**src/rtl/ram_read_master_if.sv**
```systemverilog
`default_nettype none
// ============================================================================
// Module   : ram_read_master_if
// Desc     : Client request/response and AR/R line-read channel bundle.
// Revision : 1.0
// ============================================================================
interface ram_read_master_if #(
   parameter int DW = 128,
   parameter int AW = 16,
   parameter int WW = 32
);
   logic          reqValid;
   logic          reqReady;
   logic [AW-1:0] reqAddr;
   logic          respValid;
   logic          respReady;
   logic [WW-1:0] respData;
   logic          flush;
   logic          arValid;
   logic          arReady;
   logic [AW-1:0] arAddr;
   logic          rValid;
   logic          rReady;
   logic [DW-1:0] rData;
   logic [31:0]   hitCnt;
   logic [31:0]   missCnt;

   modport master (
      input  reqValid, reqAddr, respReady, flush, arReady, rValid, rData,
      output reqReady, respValid, respData, arValid, arAddr, rReady, hitCnt, missCnt
   );

   modport slave (
      output reqValid, reqAddr, respReady, flush, arReady, rValid, rData,
      input  reqReady, respValid, respData, arValid, arAddr, rReady, hitCnt, missCnt
   );
endinterface
`default_nettype wire

```
**src/rtl/ram_read_master.sv**
```systemverilog
`default_nettype none
// ============================================================================
// Module   : ram_read_master
// Desc     : Word read initiator issuing aligned single-beat line reads.
//            Optional one-line buffer: define RAM_READ_MASTER_LINE_BUF_EN.
// Revision : 1.0
// ============================================================================
module ram_read_master #(
   parameter int DW = 128,
   parameter int AW = 16,
   parameter int WW = 32
) (
   input  wire logic         clk,
   input  wire logic         rst,
   ram_read_master_if.master bus
);
   localparam int BW = $clog2(DW >> 3);
   localparam int OW = $clog2(WW >> 3);

   typedef enum logic [1:0] {
      S_IDLE = 2'd0,
      S_AR   = 2'd1,
      S_R    = 2'd2,
      S_RESP = 2'd3
   } state_t;

   state_t          r_state;
   state_t          w_state_nxt;
   logic [AW-1:OW]  r_addr;
   logic [WW-1:0]   r_resp_data;
   logic [31:0]     r_miss_cnt;
   logic            w_req_hs;
   logic            w_r_hs;
   logic            w_hit;
   logic [WW-1:0]   w_hit_word;
   logic            w_unused_addr;

   function automatic logic [WW-1:0] f_sel(input logic [DW-1:0] line,
                                           input logic [BW-OW-1:0] idx);
      return line[WW*int'(idx) +: WW];
   endfunction

   assign w_req_hs      = (r_state == S_IDLE) && bus.reqValid;
   assign w_r_hs        = (r_state == S_R) && bus.rValid;
   assign w_unused_addr = ^bus.reqAddr[OW-1:0];

`ifdef RAM_READ_MASTER_LINE_BUF_EN
   logic [DW-1:0]  r_line_data;
   logic [AW-1:BW] r_line_tag;
   logic           r_line_valid;
   logic [31:0]    r_hit_cnt;

   // A flush arriving with the request forces the miss path.
   assign w_hit      = r_line_valid && !bus.flush && (r_line_tag == bus.reqAddr[AW-1:BW]);
   assign w_hit_word = f_sel(r_line_data, bus.reqAddr[BW-1:OW]);

   always_ff @(posedge clk or negedge rst) begin
      if (!rst) begin
         r_line_data  <= '0;
         r_line_tag   <= '0;
         r_line_valid <= 1'b0;
         r_hit_cnt    <= '0;
      end else begin
         if (w_r_hs) begin
            r_line_data <= bus.rData;
            r_line_tag  <= r_addr[AW-1:BW];
         end
         if (bus.flush)
            r_line_valid <= 1'b0;
         else if (w_r_hs)
            r_line_valid <= 1'b1;
         if (w_req_hs && w_hit && (r_hit_cnt != 32'hFFFF_FFFF))
            r_hit_cnt <= r_hit_cnt + 32'd1;
      end
   end

   assign bus.hitCnt = r_hit_cnt;
`else
   logic w_unused_flush;

   assign w_hit          = 1'b0;
   assign w_hit_word     = '0;
   assign w_unused_flush = bus.flush;
   assign bus.hitCnt     = '0;
`endif

   always_ff @(posedge clk or negedge rst) begin
      if (!rst)
         r_state <= S_IDLE;
      else
         r_state <= w_state_nxt;
   end

   always_comb begin
      w_state_nxt = r_state;
      case (r_state)
         S_IDLE: if (bus.reqValid)  w_state_nxt = w_hit ? S_RESP : S_AR;
         S_AR:   if (bus.arReady)   w_state_nxt = S_R;
         S_R:    if (bus.rValid)    w_state_nxt = S_RESP;
         S_RESP: if (bus.respReady) w_state_nxt = S_IDLE;
         default:                   w_state_nxt = S_IDLE;
      endcase
   end

   always_ff @(posedge clk or negedge rst) begin
      if (!rst) begin
         r_addr      <= '0;
         r_resp_data <= '0;
         r_miss_cnt  <= '0;
      end else begin
         if (w_req_hs)
            r_addr <= bus.reqAddr[AW-1:OW];
         if (w_req_hs && !w_hit && (r_miss_cnt != 32'hFFFF_FFFF))
            r_miss_cnt <= r_miss_cnt + 32'd1;
         // Response word is captured once and held through RESP backpressure.
         if (w_req_hs && w_hit)
            r_resp_data <= w_hit_word;
         else if (w_r_hs)
            r_resp_data <= f_sel(bus.rData, r_addr[BW-1:OW]);
      end
   end

   assign bus.reqReady  = (r_state == S_IDLE);
   assign bus.arValid   = (r_state == S_AR);
   assign bus.arAddr    = (r_state == S_AR) ? {r_addr[AW-1:BW], {BW{1'b0}}} : '0;
   assign bus.rReady    = (r_state == S_R);
   assign bus.respValid = (r_state == S_RESP);
   assign bus.respData  = r_resp_data;
   assign bus.missCnt   = r_miss_cnt;

endmodule
`default_nettype wire
```
**src/flat_wrapper.sv**
```systemverilog
// flat-port wrapper written by rule: the top's interface ports become plain ports
module ram_read_master_flat 
#(
   parameter int DW = 128,
   parameter int AW = 16,
   parameter int WW = 32
)
  (clk, rst, bus_reqValid, bus_reqAddr, bus_respReady, bus_flush, bus_arReady, bus_rValid, bus_rData, bus_reqReady, bus_respValid, bus_respData, bus_arValid, bus_arAddr, bus_rReady, bus_hitCnt, bus_missCnt);
  ram_read_master_if #(.DW(DW), .AW(AW), .WW(WW)) bus_i ();
  input  wire logic clk;
  input  wire logic rst;
  input wire logic [$bits(bus_i.reqValid)-1:0] bus_reqValid;
  input wire logic [$bits(bus_i.reqAddr)-1:0] bus_reqAddr;
  input wire logic [$bits(bus_i.respReady)-1:0] bus_respReady;
  input wire logic [$bits(bus_i.flush)-1:0] bus_flush;
  input wire logic [$bits(bus_i.arReady)-1:0] bus_arReady;
  input wire logic [$bits(bus_i.rValid)-1:0] bus_rValid;
  input wire logic [$bits(bus_i.rData)-1:0] bus_rData;
  output wire logic [$bits(bus_i.reqReady)-1:0] bus_reqReady;
  output wire logic [$bits(bus_i.respValid)-1:0] bus_respValid;
  output wire logic [$bits(bus_i.respData)-1:0] bus_respData;
  output wire logic [$bits(bus_i.arValid)-1:0] bus_arValid;
  output wire logic [$bits(bus_i.arAddr)-1:0] bus_arAddr;
  output wire logic [$bits(bus_i.rReady)-1:0] bus_rReady;
  output wire logic [$bits(bus_i.hitCnt)-1:0] bus_hitCnt;
  output wire logic [$bits(bus_i.missCnt)-1:0] bus_missCnt;
  assign bus_i.reqValid = bus_reqValid;
  assign bus_i.reqAddr = bus_reqAddr;
  assign bus_i.respReady = bus_respReady;
  assign bus_i.flush = bus_flush;
  assign bus_i.arReady = bus_arReady;
  assign bus_i.rValid = bus_rValid;
  assign bus_i.rData = bus_rData;
  assign bus_reqReady = bus_i.reqReady;
  assign bus_respValid = bus_i.respValid;
  assign bus_respData = bus_i.respData;
  assign bus_arValid = bus_i.arValid;
  assign bus_arAddr = bus_i.arAddr;
  assign bus_rReady = bus_i.rReady;
  assign bus_hitCnt = bus_i.hitCnt;
  assign bus_missCnt = bus_i.missCnt;
  ram_read_master #(.DW(DW), .AW(AW), .WW(WW)) u_core (.clk(clk), .rst(rst), .bus(bus_i));
endmodule
```
**config.mk**
```make
export PLATFORM = sky130hd
export DESIGN_NAME = ram_read_master_flat
export DESIGN_NICKNAME = d
export VERILOG_FILES = /design/src/rtl/ram_read_master_if.sv /design/src/rtl/ram_read_master.sv /design/src/flat_wrapper.sv
export SDC_FILE = /design/constraint.sdc
export NUM_CORES = 1
export LEC_CHECK = 0
export ABC_AREA = 1
export CELL_PAD_IN_SITES_DETAIL_PLACEMENT = 1
export CELL_PAD_IN_SITES_GLOBAL_PLACEMENT = 1
export CORE_MARGIN = 1
export CORE_UTILIZATION = 29
export DETAILED_ROUTE_END_ITERATION = 10
export GPL_TIMING_DRIVEN = 1
export PLACE_DENSITY = 0.89
export SYNTH_ARGS = -nofsm -noshare
export SYNTH_HDL_FRONTEND = slang
export SYNTH_SLANG_ARGS = --single-unit
```
**constraint.sdc**
```tcl
create_clock -name clk -period 4.95 [get_ports clk]
set_input_delay 0.99 -clock clk [delete_from_list [all_inputs] [get_ports clk]]
set_output_delay 0.99 -clock clk [all_outputs]
set_load 0.02 [all_outputs]
```
# Yosys cells after proc, flatten, opt, wreduce, memory -nomap -nowiden
# Cells that the tools add are included.
word_totals:
  romBits: 0
  regBits: 80
  latch_bits: 0
  mem_bits_rw: 0
  elab_cells: 25
  n_memories: 0
classes:
  magnitude_cmp: 0
  div: 0
  multipliers: 0
  shifts: 1
  bitwise_logic: 0
  n_addsub: 1
  n_reduce_logical: 5
  mux: 6
  n_eq_ne: 8
ops:
  columns: ["cell", "count"]
  rows:
  - ["variable part select 128 x 8 -> 32 bit", 1]
  - ["adder 32 x 1 -> 32 bit, second input constant", 1]
  - ["!= test 32 bit, second input constant", 1]
  - ["2-to-1 mux 16 bit", 1]
  - ["2-to-1 mux 2 bit", 4]
  - ["!= test 2 bit, second input constant", 4]
  - ["case mux 2 bit (4 select lines)", 1]
  - ["== test 2 bit, second input constant", 2]
  - ["AND reduction 4 bit", 1]
  - ["logical AND 1 bit", 3]
  - ["== test 2 x 1 -> 1 bit, second input constant", 1]
  - ["logical NOT 2 bit", 1]

# Logic depth before layout (Yosys ltp)
logic_depth:
  word_depth: 3
  depth_mapped: 11

# Worst setup path after synthesis
# OpenSTA, ideal clock, no wires.
synth_path:
  kind: "register -> output"
  start: "register u_core.r_state[1]"
  end: "output port bus_arAddr[10]"
  arrival_ns: 1.320
  n_path_buf: 1
  slack_ns: 2.640
  stages_incl_launch_ff: 6
  path_cell_list: "dfrtp_1 -> inv_1 -> ha_1 -> clkbuf_1 -> nand2_1 -> inv_1"
synth_via:
  elab_chain_cells: 2
synth_lines:
  columns: ["element", "line", "rtl"]
  rows:
  - ["start, declared", "ram_read_master.sv:27", "state_t r_state;"]
  - ["start signal, assigned", "ram_read_master.sv:91", "r_state <= w_state_nxt;"]
  - ["== test 2 x 1 -> 1 bit", null, null]
  - ["via bus_arValid", "flat_wrapper.sv:22", "output wire logic [$bits(bus_i.arValid)-1:0] bus_arValid;"]
  - ["2-to-1 mux 16 bit", "ram_read_master.sv:125", "assign bus.arAddr = (r_state == S_AR) ? {r_addr[AW-1:BW], {BW{1'b0}}} : '0;"]
  - ["end, declared", "flat_wrapper.sv:23", "output wire logic [$bits(bus_i.arAddr)-1:0] bus_arAddr;"]
# The timed path passes the listed nets, and every way through them passes these cells.

# Worst setup path in the final report
layout_path:
  start: "register u_core.r_state[1]"
  end: "output port bus_arAddr[9]"
layout_via:
  elab_chain_cells: 2
layout_lines:
  columns: ["element", "line"]
  rows:
  - ["== test 2 x 1 -> 1 bit", "ram_read_master.sv:125"]
  - ["2-to-1 mux 16 bit", "ram_read_master.sv:125"]
# Every way passes these cells.

==> impl_metrics.json <==
{
  "setup_tns_ns": 0,
  "yosysTopAreaCellShare_pct": 38.7,
  "gp_congestion": 0.833,
  "yosys.cell_types.count": 27,
  "ios": 267,
  "drive_above_1_share_pct": 3.89,
  "grt_pass1_vias": 5694,
  "dieArea_sq_um": 18400,
  "pwr_density_cell_nw_per_um2": 456,
  "post_cts_resized": 0,
  "num_rows": 48,
  "tightest_slew_ns": 1.06,
  "crit_buf_inv": 3,
  "grt_pass1_wl_mm": 29.7,
  "synthTopCellsByArea": "dfrtp_1 (39%), nor2_1 (15%), nand2_1 (13%), o21ai_0 (6.9%), buf_4 (5.2%)",
  "setup_violations": 0,
  "ys_warn_count": 0,
  "grt_use_met2_pct": 38.6,
  "io_buffers": 227,
  "drt-total-wl_mm": 18.7,
  "area_growth_pct": 50.2,
  "synth.cell_area_sq_um": 5170,
  "yosysSeqAreaShare_pct": 38.7,
  "crit_path_frequent_cell": "inv_1",
  "fill_cells": 2208,
  "fp.dieW_microns": 136,
  "insertedDiodeCount": 0,
  "cts_tree": "done",
  "timing.fmax_ghz": 0.314,
  "crit_family": "buffers and inverters",
  "cp_slowest_cell": "clkdlybuf4s50_1",
  "slew_headroom_pct": 29.0,
  "grt.busiest_layer": "met2",
  "slowest_delay_ns": 0.62,
  "p_leak_nw": 3.31,
  "synth.ff_latch_count": 80,
  "placedInstanceArea_sq_um": 7460,
  "via_per_inst": 4.65,
  "drt-wirelength-per-cell_microns": 15.6,
  "syn_area_per_cell_sq_um": 6.75,
  "core_sq_um": 17400,
  "postCtsSetupBuffers": 0,
  "clkTransAtPathRegs_ns": 0.06,
  "cap_violations": 0,
  "arrival_ns": 2.20,
  "vdd_drop_max_mv": 0.246,
  "ant_nets": 0,
  "fin_skew_ns": 0.00542,
  "fin_crit_ns": 3.19,
  "grt_max_degree": 66,
  "start_kind": "flop",
  "synth_top_cell_by_area": "dfrtp_1",
  "worstPathCellList": "inv_1 > ha_1 > nand2_1 > inv_1 > clkdlybuf4s50_1",
  "grt_setup_unrepaired": "no",
  "insertion_delay_ns": 0.34,
  "cts_max_level": 3,
  "die_h_microns": 136,
  "cts-buffers-inserted": 9,
  "syn_inst": 767,
  "grt_util_met3_pct": 5.27,
  "drtIter0Drc": 254,
  "critPathMaxFanout": 14,
  "vias": 5592,
  "drt_pass1_iterations": 4,
  "cts_sinks": 80,
  "worstSetupPathType": "flop to primary output",
  "dp_hpwl_mm": 14.5,
  "drc_errors": 0,
  "hold_buffers": 0,
  "grt_antenna_before_repair": 0,
  "grt-ovfl-total": 0,
  "clk_path_buf_depth": 2,
  "finalHoldViolCount": 0,
  "post-route-period-util_pct": 64.4,
  "use_met1_pct": 23.0,
  "hold_path.class": "flop to flop",
  "grt_usage_pct": 21.0,
  "finalInstanceArea_sq_um": 7770,
  "crit_required_ns": 3.96,
  "layout.nets": 1130,
  "status": "finished, final reports clean",
  "floorplan.initialDensity_pct": 29.8,
  "end_kind": "primary output",
  "drv_slew": 0,
  "cts_root_buf": "clkbuf_16"
}
[sequential cells by signal (all words and copies together), names as in the netlist]
signal	flops
u_core.bus.missCnt	32
u_core.bus.respData	32
u_core.r_addr	14
u_core.r_state	2
[path summary, 6_finish.rpt]
check | start | endpoint | slack [ns] | cells past startpoint
min reg2reg | u_core.r_addr[11]$_DFFE_PN0P_ | u_core.r_addr[11]$_DFFE_PN0P_ | 0.49 | 2
max | u_core.r_state[1]$_DFFE_PN0P_ | bus_arAddr[9] | 1.76 | 5
min in group asynchronous | rst | u_core.bus.missCnt[7]$_DFFE_PN0P_ | 0.67 | 1
min | u_core.r_addr[11]$_DFFE_PN0P_ | u_core.r_addr[11]$_DFFE_PN0P_ | 0.49 | 2
max reg2reg | u_core.r_state[1]$_DFFE_PN0P_ | u_core.bus.missCnt[22]$_DFFE_PN0P_ | 2.70 | 9
max in group asynchronous | rst | u_core.r_addr[9]$_DFFE_PN0P_ | 3.35 | 2
[synthesized netlist by cell type]
library cell,n
nor2_4,3
nand2_2,3
buf_1,6
nand3b_1,8
nand4_1,10
dfrtp_1,80
clkbuf_1,19
nand2_8,1
xnor2_1,9
inv_2,4
ha_1,6
a31oi_1,32
nand3_1,24
nor2_2,5
o22ai_1,2
buf_2,9
inv_1,42
nand2_1,185
nor2_1,205
conb_1,1
xor2_1,1
o21ai_1,1
o21ai_0,71
buf_4,36
and3_1,1
buf_6,2
nand2_4,1
[tightest hold or removal path, delay by kind of cell (launching register included)]
kind	cells	cell delay, ns
flops	1	0.35
simple gates	2	0.11
[through the flow]
step	std cells	total power, mW	setup slack (ns)	hold WS [ns]	utilization [%]
floorplan	802	2.11	2.64	0.449	-
global placement	1187	2.82	1.97	0.463	43.0
detailed placement	1187	2.88	1.94	0.470	43.0
CTS	1202	3.60	1.70	0.487	44.8
global route	1202	3.81	1.60	0.510	44.8
finish	1202	3.54	1.76	0.486	44.8
[layout by cell type (no fill, tap or decap), drive strengths merged]
cell type	instances
nand4	10
clkbuf	13
xnor2	9
nor2	213
ha	6
clkdlybuf4s50	226
bufinv	1
nand3b	8
a31oi	32
and3	1
inv	46
dfrtp	80
conb	36
nand3	24
xor2	1
o21ai	72
clkinvlp	1
buf	6
nand2	190
o22ai	2
[report_power, final]
part	switching [mW]	internal, mW	leakage [nW]
Combinational	1.10	0.747	2.17
Clock	0.272	0.430	0.148
Sequential	0.132	0.865	0.994
Total	1.50	2.04	3.31
[routing by layer]
layer  routed length [microns]  up-vias  share of wire, %
li1                          -     2773                 -
met1                      7230     2630                39
met5                         0        -                 0
met3                      1110       27               5.9
met4                       420        0               2.2
met2                      9930      162                53
[layout make-up]
cell class / count / area (sq um) / area share [%]
Timing Repair Buffer: 232 / 2310 / 29.7
Clock buffer: 13 / 270 / 3.48
Clock inverter: 2 / 37.5 / 0.483
Multi-Input combinational cell: 604 / 2700 / 34.7
Sequential cell: 80 / 2000 / 25.8
Inverter: 46 / 173 / 2.22
Tap cell: 225 / 282 / 3.62
[logic make-up after synthesis]
group | share of synthesized area [%]
other cells | 0.0725
compound gates | 11.1
fa+ha+maj | 1.45
flops | 38.7
xor+xnor | 1.69
buf+inv | 11.7
simple gates | 35.3
No activity file was read; power rests on OpenSTA's default activity.
